File: config.mk
export PLATFORM = sky130hd
export DESIGN_NAME = dmem_port_arbiter_flat
export DESIGN_NICKNAME = d
export VERILOG_FILES = /design/src/rtl/dmem_port_arbiter_if.sv /design/src/rtl/dmem_port_arbiter.sv /design/src/flat_wrapper.sv
export SDC_FILE = /design/constraint.sdc
export NUM_CORES = 1
export LEC_CHECK = 0
export BUFFER_PORTS_ARGS = -buffer_cell sky130_fd_sc_hd__buf_4
export CORE_AREA = 2 2 123 125
export CTS_CLUSTER_DIAMETER = 80
export DETAILED_ROUTE_END_ITERATION = 8
export DIE_AREA = 0 0 125 127
export PLACE_DENSITY_LB_ADDON = 0.3
export SYNTH_ARGS = -nofsm -noshare
export SYNTH_HDL_FRONTEND = slang
export SYNTH_SLANG_ARGS = --single-unit
File: constraint.sdc
create_clock -name clk -period 4.2 [get_ports clk]
set_input_delay 0.84 -clock clk [delete_from_list [all_inputs] [get_ports clk]]
set_output_delay 0.84 -clock clk [all_outputs]
set_load 0.02 [all_outputs]
File: src/rtl/dmem_port_arbiter_if.sv
// Bus bundle between the core load/store path, the debug/loader port and the data memory.
// The arbiter takes the slave view; the core, debug host and memory together form the master.
interface dmem_port_arbiter_if #(
    parameter int ADDR_W = 32,
    parameter int DATA_W = 32
);
    logic              core_req;
    logic              core_we;
    logic [ADDR_W-1:0] core_addr;
    logic [DATA_W-1:0] core_wdata;
    logic [DATA_W-1:0] core_rdata;
    logic              core_stall;

    logic              dbg_valid;
    logic              dbg_we;
    logic [ADDR_W-1:0] dbg_addr;
    logic [DATA_W-1:0] dbg_wdata;
    logic              dbg_ready;
    logic [DATA_W-1:0] dbg_rdata;
    logic              dbg_rvalid;
    logic              dbg_halt_req;
    logic              dbg_halted;

    logic              mem_write;
    logic [ADDR_W-1:0] mem_addr;
    logic [DATA_W-1:0] mem_wdata;
    logic [DATA_W-1:0] mem_rdata;

    modport slave (
        input  core_req, core_we, core_addr, core_wdata,
        output core_rdata, core_stall,
        input  dbg_valid, dbg_we, dbg_addr, dbg_wdata, dbg_halt_req,
        output dbg_ready, dbg_rdata, dbg_rvalid, dbg_halted,
        output mem_write, mem_addr, mem_wdata,
        input  mem_rdata
    );

    modport master (
        output core_req, core_we, core_addr, core_wdata,
        input  core_rdata, core_stall,
        output dbg_valid, dbg_we, dbg_addr, dbg_wdata, dbg_halt_req,
        input  dbg_ready, dbg_rdata, dbg_rvalid, dbg_halted,
        input  mem_write, mem_addr, mem_wdata,
        output mem_rdata
    );
endinterface

File: src/rtl/dmem_port_arbiter.sv
// Data-memory port arbiter: core has fixed priority, the debug port is starvation-protected
// and can halt the core for exclusive access.
module dmem_port_arbiter #(
    parameter int ADDR_W   = 32,
    parameter int DATA_W   = 32,
    parameter int MAX_WAIT = 4,
    parameter int CNT_W    = 16
) (
    input  logic               clk,
    input  logic               rst,
    dmem_port_arbiter_if.slave bus,
    output logic [CNT_W-1:0]   stall_cnt
);
    localparam int WAIT_W = (MAX_WAIT < 1) ? 1 : $clog2(MAX_WAIT + 1);
    localparam logic [WAIT_W-1:0] WAIT_LIMIT = WAIT_W'(MAX_WAIT);

    typedef enum logic {
        RUN    = 1'b0,
        HALTED = 1'b1
    } state_t;

    state_t            state;
    logic [WAIT_W-1:0] wait_cnt;
    logic [DATA_W-1:0] rdata_q;
    logic              rvalid_q;

    logic              halted;
    logic              grant_dbg;
    logic              grant_core;
    logic              stall;
    logic [ADDR_W-1:0] addr_mux;
    logic [DATA_W-1:0] wdata_mux;
    logic              write_mux;

    assign halted = (state == HALTED);

    // Grants are masked during reset so no memory write or debug accept can leak out.
    always_comb begin
        grant_dbg  = 1'b0;
        grant_core = 1'b0;
        if (!rst) begin
            grant_dbg  = bus.dbg_valid & (halted | ~bus.core_req | (wait_cnt == WAIT_LIMIT));
            grant_core = bus.core_req & ~halted & ~grant_dbg;
        end
        stall = ~rst & (halted | (bus.core_req & grant_dbg));
    end

    always_comb begin
        addr_mux  = bus.core_addr;
        wdata_mux = bus.core_wdata;
        write_mux = 1'b0;
        if (grant_dbg) begin
            addr_mux  = bus.dbg_addr;
            wdata_mux = bus.dbg_wdata;
            write_mux = bus.dbg_we;
        end else if (grant_core) begin
            write_mux = bus.core_we;
        end
    end

    always_ff @(posedge clk) begin
        if (rst) begin
            state     <= RUN;
            wait_cnt  <= '0;
            rvalid_q  <= 1'b0;
            rdata_q   <= '0;
            stall_cnt <= '0;
        end else begin
            case (state)
                RUN:     if (bus.dbg_halt_req)  state <= HALTED;
                HALTED:  if (!bus.dbg_halt_req) state <= RUN;
                default: state <= RUN;
            endcase

            if (!bus.dbg_valid || grant_dbg) begin
                wait_cnt <= '0;
            end else if (wait_cnt != WAIT_LIMIT) begin
                wait_cnt <= wait_cnt + WAIT_W'(1);
            end

            if (grant_dbg && !bus.dbg_we) begin
                rdata_q  <= bus.mem_rdata;
                rvalid_q <= 1'b1;
            end else begin
                rvalid_q <= 1'b0;
            end

            if (stall && (stall_cnt != '1)) begin
                stall_cnt <= stall_cnt + CNT_W'(1);
            end
        end
    end

    assign bus.core_rdata = bus.mem_rdata;
    assign bus.core_stall = stall;
    assign bus.dbg_ready  = grant_dbg;
    assign bus.dbg_rdata  = rdata_q;
    assign bus.dbg_rvalid = rvalid_q;
    assign bus.dbg_halted = halted;
    assign bus.mem_write  = write_mux;
    assign bus.mem_addr   = addr_mux;
    assign bus.mem_wdata  = wdata_mux;
endmodule
File: src/flat_wrapper.sv
// flat-port wrapper written by rule: the top's interface ports become plain ports
module dmem_port_arbiter_flat 
#(
    parameter int ADDR_W   = 32,
    parameter int DATA_W   = 32,
    parameter int MAX_WAIT = 4,
    parameter int CNT_W    = 16
)
  (clk, rst, stall_cnt, bus_core_req, bus_core_we, bus_core_addr, bus_core_wdata, bus_core_rdata, bus_core_stall, bus_dbg_valid, bus_dbg_we, bus_dbg_addr, bus_dbg_wdata, bus_dbg_halt_req, bus_dbg_ready, bus_dbg_rdata, bus_dbg_rvalid, bus_dbg_halted, bus_mem_write, bus_mem_addr, bus_mem_wdata, bus_mem_rdata);
  dmem_port_arbiter_if #(.ADDR_W(ADDR_W), .DATA_W(DATA_W)) bus_i ();
  input  logic clk;
  input  logic rst;
  output logic [CNT_W-1:0] stall_cnt;
  input wire logic [$bits(bus_i.core_req)-1:0] bus_core_req;
  input wire logic [$bits(bus_i.core_we)-1:0] bus_core_we;
  input wire logic [$bits(bus_i.core_addr)-1:0] bus_core_addr;
  input wire logic [$bits(bus_i.core_wdata)-1:0] bus_core_wdata;
  output wire logic [$bits(bus_i.core_rdata)-1:0] bus_core_rdata;
  output wire logic [$bits(bus_i.core_stall)-1:0] bus_core_stall;
  input wire logic [$bits(bus_i.dbg_valid)-1:0] bus_dbg_valid;
  input wire logic [$bits(bus_i.dbg_we)-1:0] bus_dbg_we;
  input wire logic [$bits(bus_i.dbg_addr)-1:0] bus_dbg_addr;
  input wire logic [$bits(bus_i.dbg_wdata)-1:0] bus_dbg_wdata;
  input wire logic [$bits(bus_i.dbg_halt_req)-1:0] bus_dbg_halt_req;
  output wire logic [$bits(bus_i.dbg_ready)-1:0] bus_dbg_ready;
  output wire logic [$bits(bus_i.dbg_rdata)-1:0] bus_dbg_rdata;
  output wire logic [$bits(bus_i.dbg_rvalid)-1:0] bus_dbg_rvalid;
  output wire logic [$bits(bus_i.dbg_halted)-1:0] bus_dbg_halted;
  output wire logic [$bits(bus_i.mem_write)-1:0] bus_mem_write;
  output wire logic [$bits(bus_i.mem_addr)-1:0] bus_mem_addr;
  output wire logic [$bits(bus_i.mem_wdata)-1:0] bus_mem_wdata;
  input wire logic [$bits(bus_i.mem_rdata)-1:0] bus_mem_rdata;
  assign bus_i.core_req = bus_core_req;
  assign bus_i.core_we = bus_core_we;
  assign bus_i.core_addr = bus_core_addr;
  assign bus_i.core_wdata = bus_core_wdata;
  assign bus_core_rdata = bus_i.core_rdata;
  assign bus_core_stall = bus_i.core_stall;
  assign bus_i.dbg_valid = bus_dbg_valid;
  assign bus_i.dbg_we = bus_dbg_we;
  assign bus_i.dbg_addr = bus_dbg_addr;
  assign bus_i.dbg_wdata = bus_dbg_wdata;
  assign bus_i.dbg_halt_req = bus_dbg_halt_req;
  assign bus_dbg_ready = bus_i.dbg_ready;
  assign bus_dbg_rdata = bus_i.dbg_rdata;
  assign bus_dbg_rvalid = bus_i.dbg_rvalid;
  assign bus_dbg_halted = bus_i.dbg_halted;
  assign bus_mem_write = bus_i.mem_write;
  assign bus_mem_addr = bus_i.mem_addr;
  assign bus_mem_wdata = bus_i.mem_wdata;
  assign bus_i.mem_rdata = bus_mem_rdata;
  dmem_port_arbiter #(.ADDR_W(ADDR_W), .DATA_W(DATA_W), .MAX_WAIT(MAX_WAIT), .CNT_W(CNT_W)) u_core (.clk(clk), .rst(rst), .bus(bus_i), .stall_cnt(stall_cnt));
endmodule
# After elaboration in Yosys (flattened, before gate mapping)
# Index checks and enable logic that the tools add are counted.
# totals
regBits	53
in_bits	167
out_inout_bits	149
word_cells	36
# classes
add_sub_neg	2
eq_ne	3
mux	8
n_bitwise	12
n_reduce_logical	6
# op_table
cell	n
2-to-1 mux 32 bit	2
adder 16 x 1 -> 16 bit (second input constant)	1
!= test 16 bit (second input constant)	1
2-to-1 mux 1 bit	6
bitwise AND 1 bit	5
NOT 1 bit	4
adder 3 x 1 -> 3 bit (second input constant)	1
== test 3 bit (second input constant)	1
!= test 3 bit (second input constant)	1
OR 1 bit	3
logical AND 1 bit	2
logical NOT 1 bit	2
OR reduction 2 bit	1
logical OR 1 bit	1

# Depth between registers and ports, before layout
# Gate-level depths: netlist of the first run.
# depth
depth_word	9
depth_mapped	8
depth_no_buf	7

# Worst setup path after synthesis of the first run
# OpenSTA, ideal clock, no wires.
# synth_path
path_kind	input -> output
startpoint	input port bus_core_req
endpoint	output port bus_mem_addr[0]
arrival_time_ps	2182
required_time_ps	3360
path_slack_ps	1178
stages	5
n_path_buf	2
cell_sequence	nor2b_1 > a21oi_1 > buf_1 > buf_2 > mux2_2
# synth_between
elab_chain_len	6
# synth_rtl
element	line	rtl
start: declaration	flat_wrapper.sv:14	input wire logic [$bits(bus_i.core_req)-1:0] bus_core_req;
NOT 1 bit	dmem_port_arbiter.sv:42	grant_dbg = bus.dbg_valid & (halted | ~bus.core_req | (wait_cnt == WAIT_LIMIT));
OR 1 bit (2 in series)	dmem_port_arbiter.sv:42	
bitwise AND 1 bit	dmem_port_arbiter.sv:42	
2-to-1 mux 1 bit	dmem_port_arbiter.sv:41	if (!rst) begin
2-to-1 mux 32 bit	dmem_port_arbiter.sv:52	if (grant_dbg) begin
end: declaration	flat_wrapper.sv:30	output wire logic [$bits(bus_i.mem_addr)-1:0] bus_mem_addr;
# No other way between the ends.

# Final worst setup path of the first run
# layout_path
startpoint	input port rst
endpoint	output port bus_mem_addr[18]
# layout_between
elab_chain_len	2
# layout_rtl
element	line	rtl
start: declaration	flat_wrapper.sv:12	input logic rst;
2-to-1 mux 1 bit	dmem_port_arbiter.sv:41	
2-to-1 mux 32 bit	dmem_port_arbiter.sv:52	
# No other way between the ends.

==> results of run 1 <==
-- synth_stat cells, types with 2 or more instances --
master,count
sky130_fd_sc_hd__nand2_1,72
sky130_fd_sc_hd__dfxtp_1,53
sky130_fd_sc_hd__mux2_2,48
sky130_fd_sc_hd__a21oi_1,38
sky130_fd_sc_hd__buf_4,32
sky130_fd_sc_hd__mux2_1,21
sky130_fd_sc_hd__clkbuf_1,12
sky130_fd_sc_hd__nor2_1,11
sky130_fd_sc_hd__nand4_1,8
sky130_fd_sc_hd__nor2b_1,8
sky130_fd_sc_hd__nand3_1,7
sky130_fd_sc_hd__inv_1,6
sky130_fd_sc_hd__buf_2,5
sky130_fd_sc_hd__nor4_1,4
sky130_fd_sc_hd__o31ai_1,4
sky130_fd_sc_hd__buf_1,3
sky130_fd_sc_hd__ha_1,3
sky130_fd_sc_hd__nor3_1,3
sky130_fd_sc_hd__and4_1,2
sky130_fd_sc_hd__inv_2,2
sky130_fd_sc_hd__mux2i_1,2
sky130_fd_sc_hd__o211ai_1,2
sky130_fd_sc_hd__o21a_1,2
sky130_fd_sc_hd__o311ai_1,2
sky130_fd_sc_hd__o31a_1,2
sky130_fd_sc_hd__o41ai_1,2
sky130_fd_sc_hd__or4_1,2
-- sequential cells by signal (all words and copies together) (netlist names) --
register and cells:
u_core.bus.dbg_rdata 32, u_core.bus.dbg_rvalid 1, u_core.stall_cnt 16, u_core.wait_cnt 3
u_core.bus.dbg_halted 1
-- worst paths after layout --
kind	start	to	slack [ns]	cells past startpoint
worst max-delay path	rst	bus_mem_addr[18]	0.83	6
worst max register to register	u_core.wait_cnt[0]	u_core.stall_cnt[1]	1.74	7
worst min register to register	u_core.bus.dbg_rdata[10]	u_core.bus.dbg_rdata[10]	0.45	2
worst min-delay path	u_core.bus.dbg_rdata[10]	u_core.bus.dbg_rdata[10]	0.45	2
-- where the power goes --
part | switching [mW] | internal, mW | total [mW]
Combinational | 0.216 | 0.237 | 0.453
Sequential | 0.00577 | 0.512 | 0.518
Clock | 0.182 | 0.283 | 0.465
Total | 0.404 | 1.03 | 1.44
-- final cells by class --
| class | instances | area (sq um) |
|---|---|---|
| clock buffers | 6 | 128.9 |
| clock inverters | 2 | 38.79 |
| fillers | 1458 | 8732 |
| inverters | 8 | 30.03 |
| multi-input cells | 259 | 1810 |
| flip-flops and latches | 53 | 1061 |
| well taps | 184 | 230.2 |
| repair buffers | 317 | 2392 |
-- through the flow --
stage / area (sq um) / util / total power [mW] / std cells / hold slack (ns)
after floorplan: 3212 / - / 0.7414 / 372 / 0.4173
after global placement: 5524 / 0.3830 / 0.9821 / 821 / 0.4294
after detailed placement: 5524 / 0.3830 / 0.9856 / 821 / 0.4466
after CTS: 5692 / 0.3946 / 1.460 / 829 / 0.4564
after global routing: 5692 / 0.3946 / 1.496 / 829 / 0.4788
final: 5692 / 0.3946 / 1.436 / 829 / 0.4530
-- layout by cell type, fill, tap and decap left out, drive strengths merged, types with 2 or more instances in the layout --
cell type  instances
o31ai              4
nand4              9
nor2b              8
and4               3
dfxtp             53
mux2i              2
nor3               3
o41ai              2
nand3              7
nor2              11
or3                2
ha                 3
buf              317
or4                2
inv                8
nor4               5
clkbuf             6
mux2              69
o21a               2
o21ai              2
o311ai             2
o211ai             2
o31a               2
nand2             72
a21oi             38
-- kinds of logic (layout without fill, tap and decap cells) --
logic type                 Yosys count  in the layout  share of synthesized area
buffers and inverters               60            333                     0.1095
AOI/OAI and AO/OA                   59             59                     0.1134
and+or+nand+nor                    125            125                     0.1843
DFF                                 53             53                     0.3303
adders and majority gates            3              3                    0.01169
xor gates and xnor gates             1              1                   0.002727
muxes                               71             71                     0.2482
-- routing by layer --
layer	routed length, um	part of all wire
met5	0	0
met4	155	0.011
met3	1099	0.079
met1	5556	0.40
met2	7177	0.51
-- worst register-to-register path: stages (launching register included) --
cell                      delay (ns)
sky130_fd_sc_hd__dfxtp_1        0.35
sky130_fd_sc_hd__inv_1          0.05
sky130_fd_sc_hd__ha_1           0.23
sky130_fd_sc_hd__a41oi_1        0.44
sky130_fd_sc_hd__or2_1          0.54
sky130_fd_sc_hd__inv_2          0.15
sky130_fd_sc_hd__o21ai_1        0.21
sky130_fd_sc_hd__mux2_2         0.37
==> results.txt, run 1 <==
----------------------------------------------------
[Critical path]
  CP max-delay cell ... sky130_fd_sc_hd__mux2_2
  Sort of element at the end of the critical path ... primary output
  Arrival time worst endpoint ... 2.53 ns
  CP Data Required Time ... 3.36 ns
  Crit path launch type ... primary input
  Longest individual stage delay on the worst path ... 0.44 ns
  Crit-path most repeated cell ... sky130_fd_sc_hd__buf_4
  Kind of cell adding the most delay to the critical path ... buffers and inverters
  Crit Path Max Fanout ... 66
  Critical Setup Path Class ... primary input to primary output
  CP Cell Sequence ... buf_4 -> nand2b_1 -> a21oi_4 -> buf_12 -> mux2_2 -> buf_4
  Count of buffering cells on the critical path with inverters included ... 3

[Timing]
  Highest attainable clock frequency ... 0.2969 GHz
  Unrepaired setup endpoints after global routing ... no
  Max-slew violations ... 0
  Slew headroom ... 0.4661
  Post-route setup TNS ... 0 ns
  Final critical-path share of the clock period ... 0.8020
  Number of endpoints with negative hold slack in the final report ... 0
  Final WS setup ... 0.8315 ns
  Transition time of the tightest slew-check pin ... 0.7942 ns
  Finish-stage setup viols ... 0
  Worst clock skew ... 0.007684 ns
  Shortest clock period the worst path allows after layout ... 3.369 ns

[GRT]
  Busiest layer in global routing ... met2
  Sum of overflow across all layers after global routing ... 0
  Wire length of the first global-routing pass ... 20,370 um
  Met2 Use GR ... 0.2938
  Maximum number of pins on one net before global-route repair ... 67
  Met3 GRT Util ... 0.03978
  Met1 Resource Use GR ... 0.1935
  Vias in the first global route ... 3,604
  Initial antenna violation count ... 0
  Tot GR Track Use ... 0.1626

[Yosys]
  Prevailing post-synth register cell ... sky130_fd_sc_hd__dfxtp_1
  Syn Area/Cell ... 8.634 sq um
  Largest area contributor in the netlist ... sky130_fd_sc_hd__dfxtp_1
  Netlist area before placement ... 0.003212 sq mm
  Area fraction of the dominant cell type after synthesis ... 0.3303
  Number of enable flip-flop cells after synthesis ... 0
  Top area cells in the synthesized netlist ... sky130_fd_sc_hd__dfxtp_1 (33%), sky130_fd_sc_hd__mux2_2 (17%), sky130_fd_sc_hd__nand2_1 (8.4%)
  Number of synthesized register bits ... 53
  Async set or reset register ratio after synthesis ... 0
  Yosys cell types ... 43
  Sequential share of the synthesized area ... 0.3303
  Warnings, synthesis ... 0
  Cells after Synth ... 372
  Syn Nets ... 542

[Floorplan]
  I/O pin count ... 316
  Effective utilization at floorplan ... 0.2227
  Area of the core ... 0.01442 sq mm
  Vert. Die Dim ... 127 um
  Die outline width ... 125 um
  Std-Cell Rows ... 44
  Area of the die ... 0.01588 sq mm

[Clock tree]
  TritonCTS clock tree ... built
  Deepest level of the CTS H-tree ... 2
  Post-CTS clock slew at the launch and capture registers of the worst setup and hold paths ... 0.06 ns
  Latest clock arrival within the worst-skew pair ... 0.29 ns
  Clock buffer depth ... 2
  Hold_buf cts ... 0
  Post-CTS setup-driven buffer insertion count ... 0
  Clock tree sinks ... 53
  Root buf cell ... sky130_fd_sc_hd__clkbuf_16
  PostCTS Resize Cnt ... 0
  Number of buffers added by the clock tree synthesis step ... 5

[Finish]
  Count of inserted antenna diode cells ... 0
  Fraction of final layout cells with drive strength greater than 1 ... 0.5891
  Final Net Count ... 814
  Area growth, synth to finish ... 77.21%

[Pwr]
  IR Drop Worst-Case VDD ... 0.1889 mV
  PD cells ... 252.2 mW/mm^2
  P_leak ... 2.582 nW

[Status]
  Run status ... completed

[Route]
  Initial DRT Pass Iterations ... 4
  Wire per inst ... 16.87 um
  Number of DRC violations after detailed-routing iteration 0 ... 213
  Total via count after detailed routing ... 3,762
  Via/cell ratio ... 4.538
  Drt drc ... 0
  Overall routed net length ... 13,990 um
  Antenna Nets Post-Route ... 0

[Placement]
  DP Wirelength ... 11,430 um
  Final weighted congestion in routability-driven placement ... 0.9654
  IO buf count ... 315
  Setup slack after placement ... 0.8346 ns

[Worst hold path]
  Worst min-delay path category ... flip-flop to flip-flop

[Run]
  Max capacitance violation total ... 0

----------------------------------------------------
Power figures use the tool's default switching activity.
==> run 2: changes to the inputs <==
Clock period 4.2 ns to 3 ns, I/O delays scaled along.
==> run 2 against run 1 <==
  * Sequential share of layout area shrank 0.14 points
  * Clock-buffer cell count grew 1
  * Critical path type is now flip-flop to primary output
  * Cell area grew 0.75%
  * Sequential cell count is the same
==> results.txt, run 2 (synthesis gave the netlist of run 1 again) <==
----------------------------------------------------
[Floorplan]
  Std-Cell Rows ... 44 (unchanged)
  I/O pin count ... 316 (unchanged)
  Die outline width ... 125 um (unchanged)
  Area of the die ... 0.01588 sq mm (unchanged)
  Effective utilization at floorplan ... 0.2227 (unchanged)
  Vert. Die Dim ... 127 um (unchanged)
  Area of the core ... 0.01442 sq mm (unchanged)

[Finish]
  Filler Cells Inserted ... 1,472 (+0.96%)
  Most frequent cells in the layout ... sky130_fd_sc_hd__buf_4 (318), sky130_fd_sc_hd__nand2_1 (72), sky130_fd_sc_hd__dfxtp_1 (53)
  Fraction of final layout cells with drive strength greater than 1 ... 0.5910 (+0.001902)
  Largest register FFs ... 32 (unchanged)
  Final Net Count ... 817 (+0.37%)
  Commonest non-fill, non-tap cell in the layout ... sky130_fd_sc_hd__buf_4
  Area taken by multi-input logic gates ... 0.001810 sq mm (unchanged)
  Total area of sequential cells ... 0.001061 sq mm (unchanged)
  Area growth, synth to finish ... 78.54%

[Clock tree]
  Number of buffers added by the clock tree synthesis step ... 5 (unchanged)
  Deepest level of the CTS H-tree ... 2 (unchanged)
  Root buf cell ... sky130_fd_sc_hd__clkbuf_16
  Clock buffer depth ... 2 (unchanged)
  PostCTS Resize Cnt ... 0 (unchanged)
  Latest clock arrival within the worst-skew pair ... 0.29 ns (about the same)
  Hold_buf cts ... 0 (unchanged)
  Clock tree sinks ... 53 (unchanged)
  Post-CTS setup-driven buffer insertion count ... 0 (unchanged)
  Post-CTS clock slew at the launch and capture registers of the worst setup and hold paths ... 0.06 ns (about the same)
  TritonCTS clock tree ... built

[Route]
  Wire per inst ... 17.18 um (+1.8%)
  Via/cell ratio ... 4.489 (-1.1%)
  Total via count after detailed routing ... 3,739 (-0.61%)
  Overall routed net length ... 14,310 um (+2.3%)
  Antenna Nets Post-Route ... 0 (unchanged)
  Initial DRT Pass Iterations ... 4 (unchanged)
  Drt drc ... 0 (unchanged)
  Number of DRC violations after detailed-routing iteration 0 ... 209 (-1.9%)

[Status]
  Run status ... completed

[Pwr]
  Share of power burned in combinational logic ... 0.315 (about the same)
  Share of power burned in registers ... 0.356 (-0.005)
  Design internal power ... 1.470 mW (+42%)
  P_leak ... 2.602 nW (+0.80%)
  Sw power ... 0.5655 mW (+40%)
  Switching power share of the total ... 0.2777 (-0.003487)
  Portion of total power attributed to the clock network ... 0.329 (+0.005)
  PD cells ... 355.0 mW/mm^2 (+41%)
  IR Drop Worst-Case VDD ... 0.2289 mV (+21%)

[Worst hold path]
  Worst min-delay path category ... flip-flop to flip-flop

[Critical path]
  CP Data Required Time ... 2.40 ns (-0.96 ns)
  Crit Path Max Fanout ... 30 (-55%)
  Sort of element at the end of the critical path ... primary output
  Crit path launch type ... flip-flop
  Arrival time worst endpoint ... 2.03 ns (-0.50 ns)
  Critical Setup Path Class ... flip-flop to primary output

[Timing]
  Highest attainable clock frequency ... 0.3796 GHz
  Unrepaired setup endpoints after global routing ... no
  Worst hold slack ... 0.4457 ns (-0.007312 ns)
  Worst clock skew ... 0.008861 ns (+0.001177 ns)
  Transition time of the tightest slew-check pin ... 0.7694 ns (-0.02480 ns)
  Slew headroom ... 0.4828 (+0.01667)
  Shortest clock period the worst path allows after layout ... 2.634 ns
  Max-slew violations ... 0 (unchanged)
  Post-route setup TNS ... 0 ns (unchanged)
  Number of endpoints with negative hold slack in the final report ... 0 (unchanged)
  Final critical-path share of the clock period ... 0.8780
  Finish-stage setup viols ... 0 (unchanged)

[GRT]
  Sum of overflow across all layers after global routing ... 0 (unchanged)
  Wire length of the first global-routing pass ... 21,320 um (+4.7%)
  Initial antenna violation count ... 2 (+2)
  Vias in the first global route ... 3,704 (+2.8%)
  Maximum number of pins on one net before global-route repair ... 50 (-25%)
  Tot GR Track Use ... 0.1705 (+0.007901)

[Placement]
  DP Wirelength ... 11,840 um (+3.6%)
  IO buf count ... 315 (unchanged)
  Final weighted congestion in routability-driven placement ... 0.9998 (+3.6%)

[Run]
  Max capacitance violation total ... 0 (unchanged)

----------------------------------------------------
## run 2: cell count changes in the layout (fill, tap and decap cells not counted)
cell                       before  now
sky130_fd_sc_hd__diode_2        0    1
sky130_fd_sc_hd__buf_4        316  318
sky130_fd_sc_hd__buf_12         1    2
sky130_fd_sc_hd__clkinv_4       1    0
sky130_fd_sc_hd__clkbuf_8       0    1
## run 2: layer usage
metal | up-vias | GRT usage | wire length (um)
met5 | - | 0 | 0
met4 | 0 | 0.05817 | 334
li1 | 1825 | - | -
met3 | 16 | 0.04439 | 1088
met2 | 190 | 0.2957 | 7143
met1 | 1708 | 0.2055 | 5745
## run 2: path summary, 6_finish.rpt
check,startpoint,endpoint,slack (ns),cells after the start
min reg2reg,u_core.wait_cnt[0],u_core.wait_cnt[0],0.45,1
min,u_core.wait_cnt[0],u_core.wait_cnt[0],0.45,1
max reg2reg,u_core.wait_cnt[0],u_core.stall_cnt[12],0.88,7
max,u_core.wait_cnt[0],bus_mem_addr[13],0.37,7
## run 2: layout make-up
| type | instances | share of cell area |
|---|---|---|
| Antenna cell | 1 | 0.0004364 |
| Clock buffer | 7 | 0.02487 |
| Clock inverter | 1 | 0.005237 |
| Inverter | 8 | 0.005237 |
| Multi-Input combinational cell | 259 | 0.3157 |
| Sequential cell | 53 | 0.1850 |
| Tap cell | 184 | 0.04015 |
| Timing Repair Buffer | 320 | 0.4233 |
## run 2: metrics by stage
step / util / cells / setup WS [ns] / instance area, sq um / total power, mW
2_1_floorplan: - / 372 / 0.4584 / 3212 / 1.038
3_3_place_gp: 0.3854 / 824 / 0.4495 / 5559 / 1.382
3_5_place_dp: 0.3854 / 824 / 0.4195 / 5559 / 1.385
4_1_cts: 0.3974 / 832 / 0.3484 / 5732 / 2.073
5_1_grt: 0.3976 / 833 / 0.2539 / 5734 / 2.127
6_report: 0.3976 / 833 / 0.3659 / 5734 / 2.036
## run 2: critical path, cell delays in order (launching register included)
cell,delay (ns)
sky130_fd_sc_hd__dfxtp_1,0.32
sky130_fd_sc_hd__inv_1,0.06
sky130_fd_sc_hd__ha_1,0.18
sky130_fd_sc_hd__nand2_1,0.13
sky130_fd_sc_hd__a21oi_4,0.24
sky130_fd_sc_hd__buf_12,0.23
sky130_fd_sc_hd__mux2_2,0.40
sky130_fd_sc_hd__buf_4,0.17
## run 2: power by group through the flow
stage	Combinational, mW	Sequential, mW	Clock, mW
2_1_floorplan	0.281	0.757	0
3_3_place_gp	0.642	0.741	0
5_1_grt	0.675	0.727	0.725
4_1_cts	0.646	0.725	0.701
3_5_place_dp	0.644	0.741	0
6_report	0.641	0.725	0.670
==> run 3: changes to the inputs <==
Settings changed: SETUP_SLACK_MARGIN from default to 0.02, TNS_END_PERCENT from default to 50.
Clock period 3 ns to 2.7 ns, I/O delays scaled along.
==> run 3 against run 2 <==
  * Die area unchanged
  * Sequential cell count unchanged
  * Combinational power up 14%
  * Total power up 6.8%
  * Clock skew down 0.0034 ns
  * Worst hold slack better by 0.0023 ns
  * Clock power down 4.9%
  * Via count up 2.4%
  * Register-to-register slack worse by 0.34 ns
==> results.txt, run 3 (synthesis gave the netlist of run 1 again) <==
----------------------------------------------------
[Status]
  Run status ... completed

[GRT]
  Sum of overflow across all layers after global routing ... 0 (unchanged)
  Maximum number of pins on one net before global-route repair ... 51 (+2.0%)
  Initial antenna violation count ... 2 (unchanged)
  Tot GR Track Use ... 0.1757 (+0.005210)
  Vias in the first global route ... 3,868 (+4.4%)
  Wire length of the first global-routing pass ... 22,030 um (+3.3%)

[Floorplan]
  Die outline width ... 125 um (unchanged)
  I/O pin count ... 316 (unchanged)
  Vert. Die Dim ... 127 um (unchanged)
  Effective utilization at floorplan ... 0.2227 (unchanged)
  Std-Cell Rows ... 44 (unchanged)
  Area of the die ... 0.01588 sq mm (unchanged)
  Area of the core ... 0.01442 sq mm (unchanged)

[Timing]
  Number of endpoints with negative hold slack in the final report ... 0 (unchanged)
  Max-slew violations ... 0 (unchanged)
  Shortest clock period the worst path allows after layout ... 2.595 ns
  Transition time of the tightest slew-check pin ... 0.8245 ns (+0.05508 ns)
  Worst hold slack ... 0.4480 ns (+0.002328 ns)
  Post-route setup TNS ... 0 ns (unchanged)
  Finish-stage setup viols ... 0 (unchanged)
  Final WS setup ... 0.1050 ns (-0.2608 ns)
  Final critical-path share of the clock period ... 0.9611
  Worst clock skew ... 0.005441 ns (-0.003420 ns)
  Unrepaired setup endpoints after global routing ... no
  Slew headroom ... 0.4458 (-0.03703)
  Highest attainable clock frequency ... 0.3854 GHz

[Critical path]
  Crit Path Max Fanout ... 18 (-40%)
  CP Data Required Time ... 2.16 ns (-0.24 ns)
  R2r worst-path depth ... 7 (unchanged)
  Register-to-register setup slack ... 0.54 ns (-0.34 ns)
  Crit path launch type ... flip-flop
  Critical path endpoint ... bus_mem_addr[26]
  Sort of element at the end of the critical path ... primary output
  Arrival time worst endpoint ... 2.05 ns (+0.02 ns)
  Launch point of the worst reg-to-reg path ... u_core.wait_cnt[0]
  Critical Path Source ... u_core.wait_cnt[0]
  End of the worst register-to-register path ... u_core.stall_cnt[1]
  Critical Setup Path Class ... flip-flop to primary output

[Clock tree]
  Latest clock arrival within the worst-skew pair ... 0.29 ns (about the same)
  Deepest level of the CTS H-tree ... 2 (unchanged)
  Clock buffer depth ... 2 (unchanged)
  Post-CTS clock slew at the launch and capture registers of the worst setup and hold paths ... 0.06 ns (about the same)
  Root buf cell ... sky130_fd_sc_hd__clkbuf_16
  Number of buffers added by the clock tree synthesis step ... 5 (unchanged)
  Clock tree sinks ... 53 (unchanged)
  Hold_buf cts ... 0 (unchanged)
  TritonCTS clock tree ... built

[Finish]
  Fraction of final layout cells with drive strength greater than 1 ... 0.5972 (+0.006194)
  Area growth, synth to finish ... 80.64%
  Most frequent cells in the layout ... sky130_fd_sc_hd__buf_4 (321), sky130_fd_sc_hd__nand2_1 (71), sky130_fd_sc_hd__dfxtp_1 (53)
  Final Net Count ... 823 (+0.73%)
  Commonest non-fill, non-tap cell in the layout ... sky130_fd_sc_hd__buf_4
  Largest register FFs ... 32 (unchanged)

[Route]
  Wire per inst ... 17.96 um (+4.5%)
  Initial DRT Pass Iterations ... 5 (+1)
  Antenna Nets Post-Route ... 0 (unchanged)
  Via/cell ratio ... 4.569 (+1.8%)
  Drt drc ... 0 (unchanged)
  Number of DRC violations after detailed-routing iteration 0 ... 196 (-6.2%)
  Overall routed net length ... 15,050 um (+5.2%)
  Total via count after detailed routing ... 3,829 (+2.4%)

[Placement]
  Setup slack after placement ... 0.2386 ns (-0.1809 ns)
  IO buf count ... 315 (unchanged)
  DP Wirelength ... 12,110 um (+2.2%)
  Final weighted congestion in routability-driven placement ... 1.063 (+6.4%)

[Worst hold path]
  Hold path startpoint ... u_core.wait_cnt[0]
  Worst min-delay path category ... flip-flop to flip-flop

[Pwr]
  PD cells ... 374.7 mW/mm^2 (+5.5%)
  P_leak ... 2.634 nW (+1.2%)
  IR Drop Worst-Case VDD ... 0.2771 mV (+21%)

[Run]
  Max capacitance violation total ... 0 (unchanged)

----------------------------------------------------
==> run 3: cell count changes in the layout (fill, tap and decap cells not counted), sizes merged <==
cell	previous run	this run
bufinv	1	0
clkbuf	7	9
buf	320	324
==> run 3: worst min path at each step <==
stage | cells past startpoint | slack (ns) | endpoint
finish | 1 | 0.45 | u_core.wait_cnt[0]
global route | 1 | 0.48 | u_core.wait_cnt[0]
CTS | 1 | 0.45 | u_core.wait_cnt[0]
detailed placement | 1 | 0.43 | u_core.wait_cnt[0]
global placement | 1 | 0.43 | u_core.wait_cnt[0]
floorplan | 1 | 0.42 | u_core.wait_cnt[0]
==> run 3: area by class of cell <==
| cell class | count | area (sq um) |
|---|---|---|
| repair buffers | 326 | 2520 |
| inverters | 8 | 30.03 |
| flip-flops and latches | 53 | 1061 |
| diodes | 1 | 2.502 |
| clock buffers | 7 | 142.6 |
| fillers | 1445 | 8622 |
| multi-input cells | 259 | 1815 |
| well taps | 184 | 230.2 |
==> run 3: report_power, final <==
group          internal (mW)  switching, mW
clock                  0.365          0.272
sequential             0.797        0.00923
combinational          0.385          0.345
total                   1.55          0.627
==> run 3: worst max-delay path, cell delays in order (launching register included) <==
cell and delay (ns):
sky130_fd_sc_hd__dfxtp_1 0.33, sky130_fd_sc_hd__inv_1 0.06, sky130_fd_sc_hd__ha_2 0.19, sky130_fd_sc_hd__nand2_2 0.10, sky130_fd_sc_hd__a21oi_4 0.21, sky130_fd_sc_hd__buf_12 0.14
sky130_fd_sc_hd__buf_12 0.16, sky130_fd_sc_hd__mux2_1 0.39, sky130_fd_sc_hd__buf_4 0.18
==> run 3: timing repair <==
| action | CTS | global route |
|---|---|---|
| gates resized for setup | 0 | 2 |
| setup buffers | 0 | 4 |
| endpoints found under the setup margin | 0 | 63 |
==> run 3: routing by layer <==
layer | GRT usage | share of wire | vias to the layer above
li1 | - | - | 1840
met1 | 0.2011 | 0.38 | 1777
met4 | 0.04314 | 0.015 | 2
met5 | 0 | 0.00086 | -
met3 | 0.05528 | 0.087 | 12
met2 | 0.3191 | 0.51 | 198
==> run 3: metrics by stage <==
stage,total power [mW],area [sq um],std cells,util
2_1_floorplan,1.153,3212,372,-
5_1_grt,2.266,5799,837,0.4021
3_3_place_gp,1.534,5559,824,0.3854
3_5_place_dp,1.539,5559,824,0.3854
6_report,2.174,5802,838,0.4022
4_1_cts,2.190,5702,831,0.3953
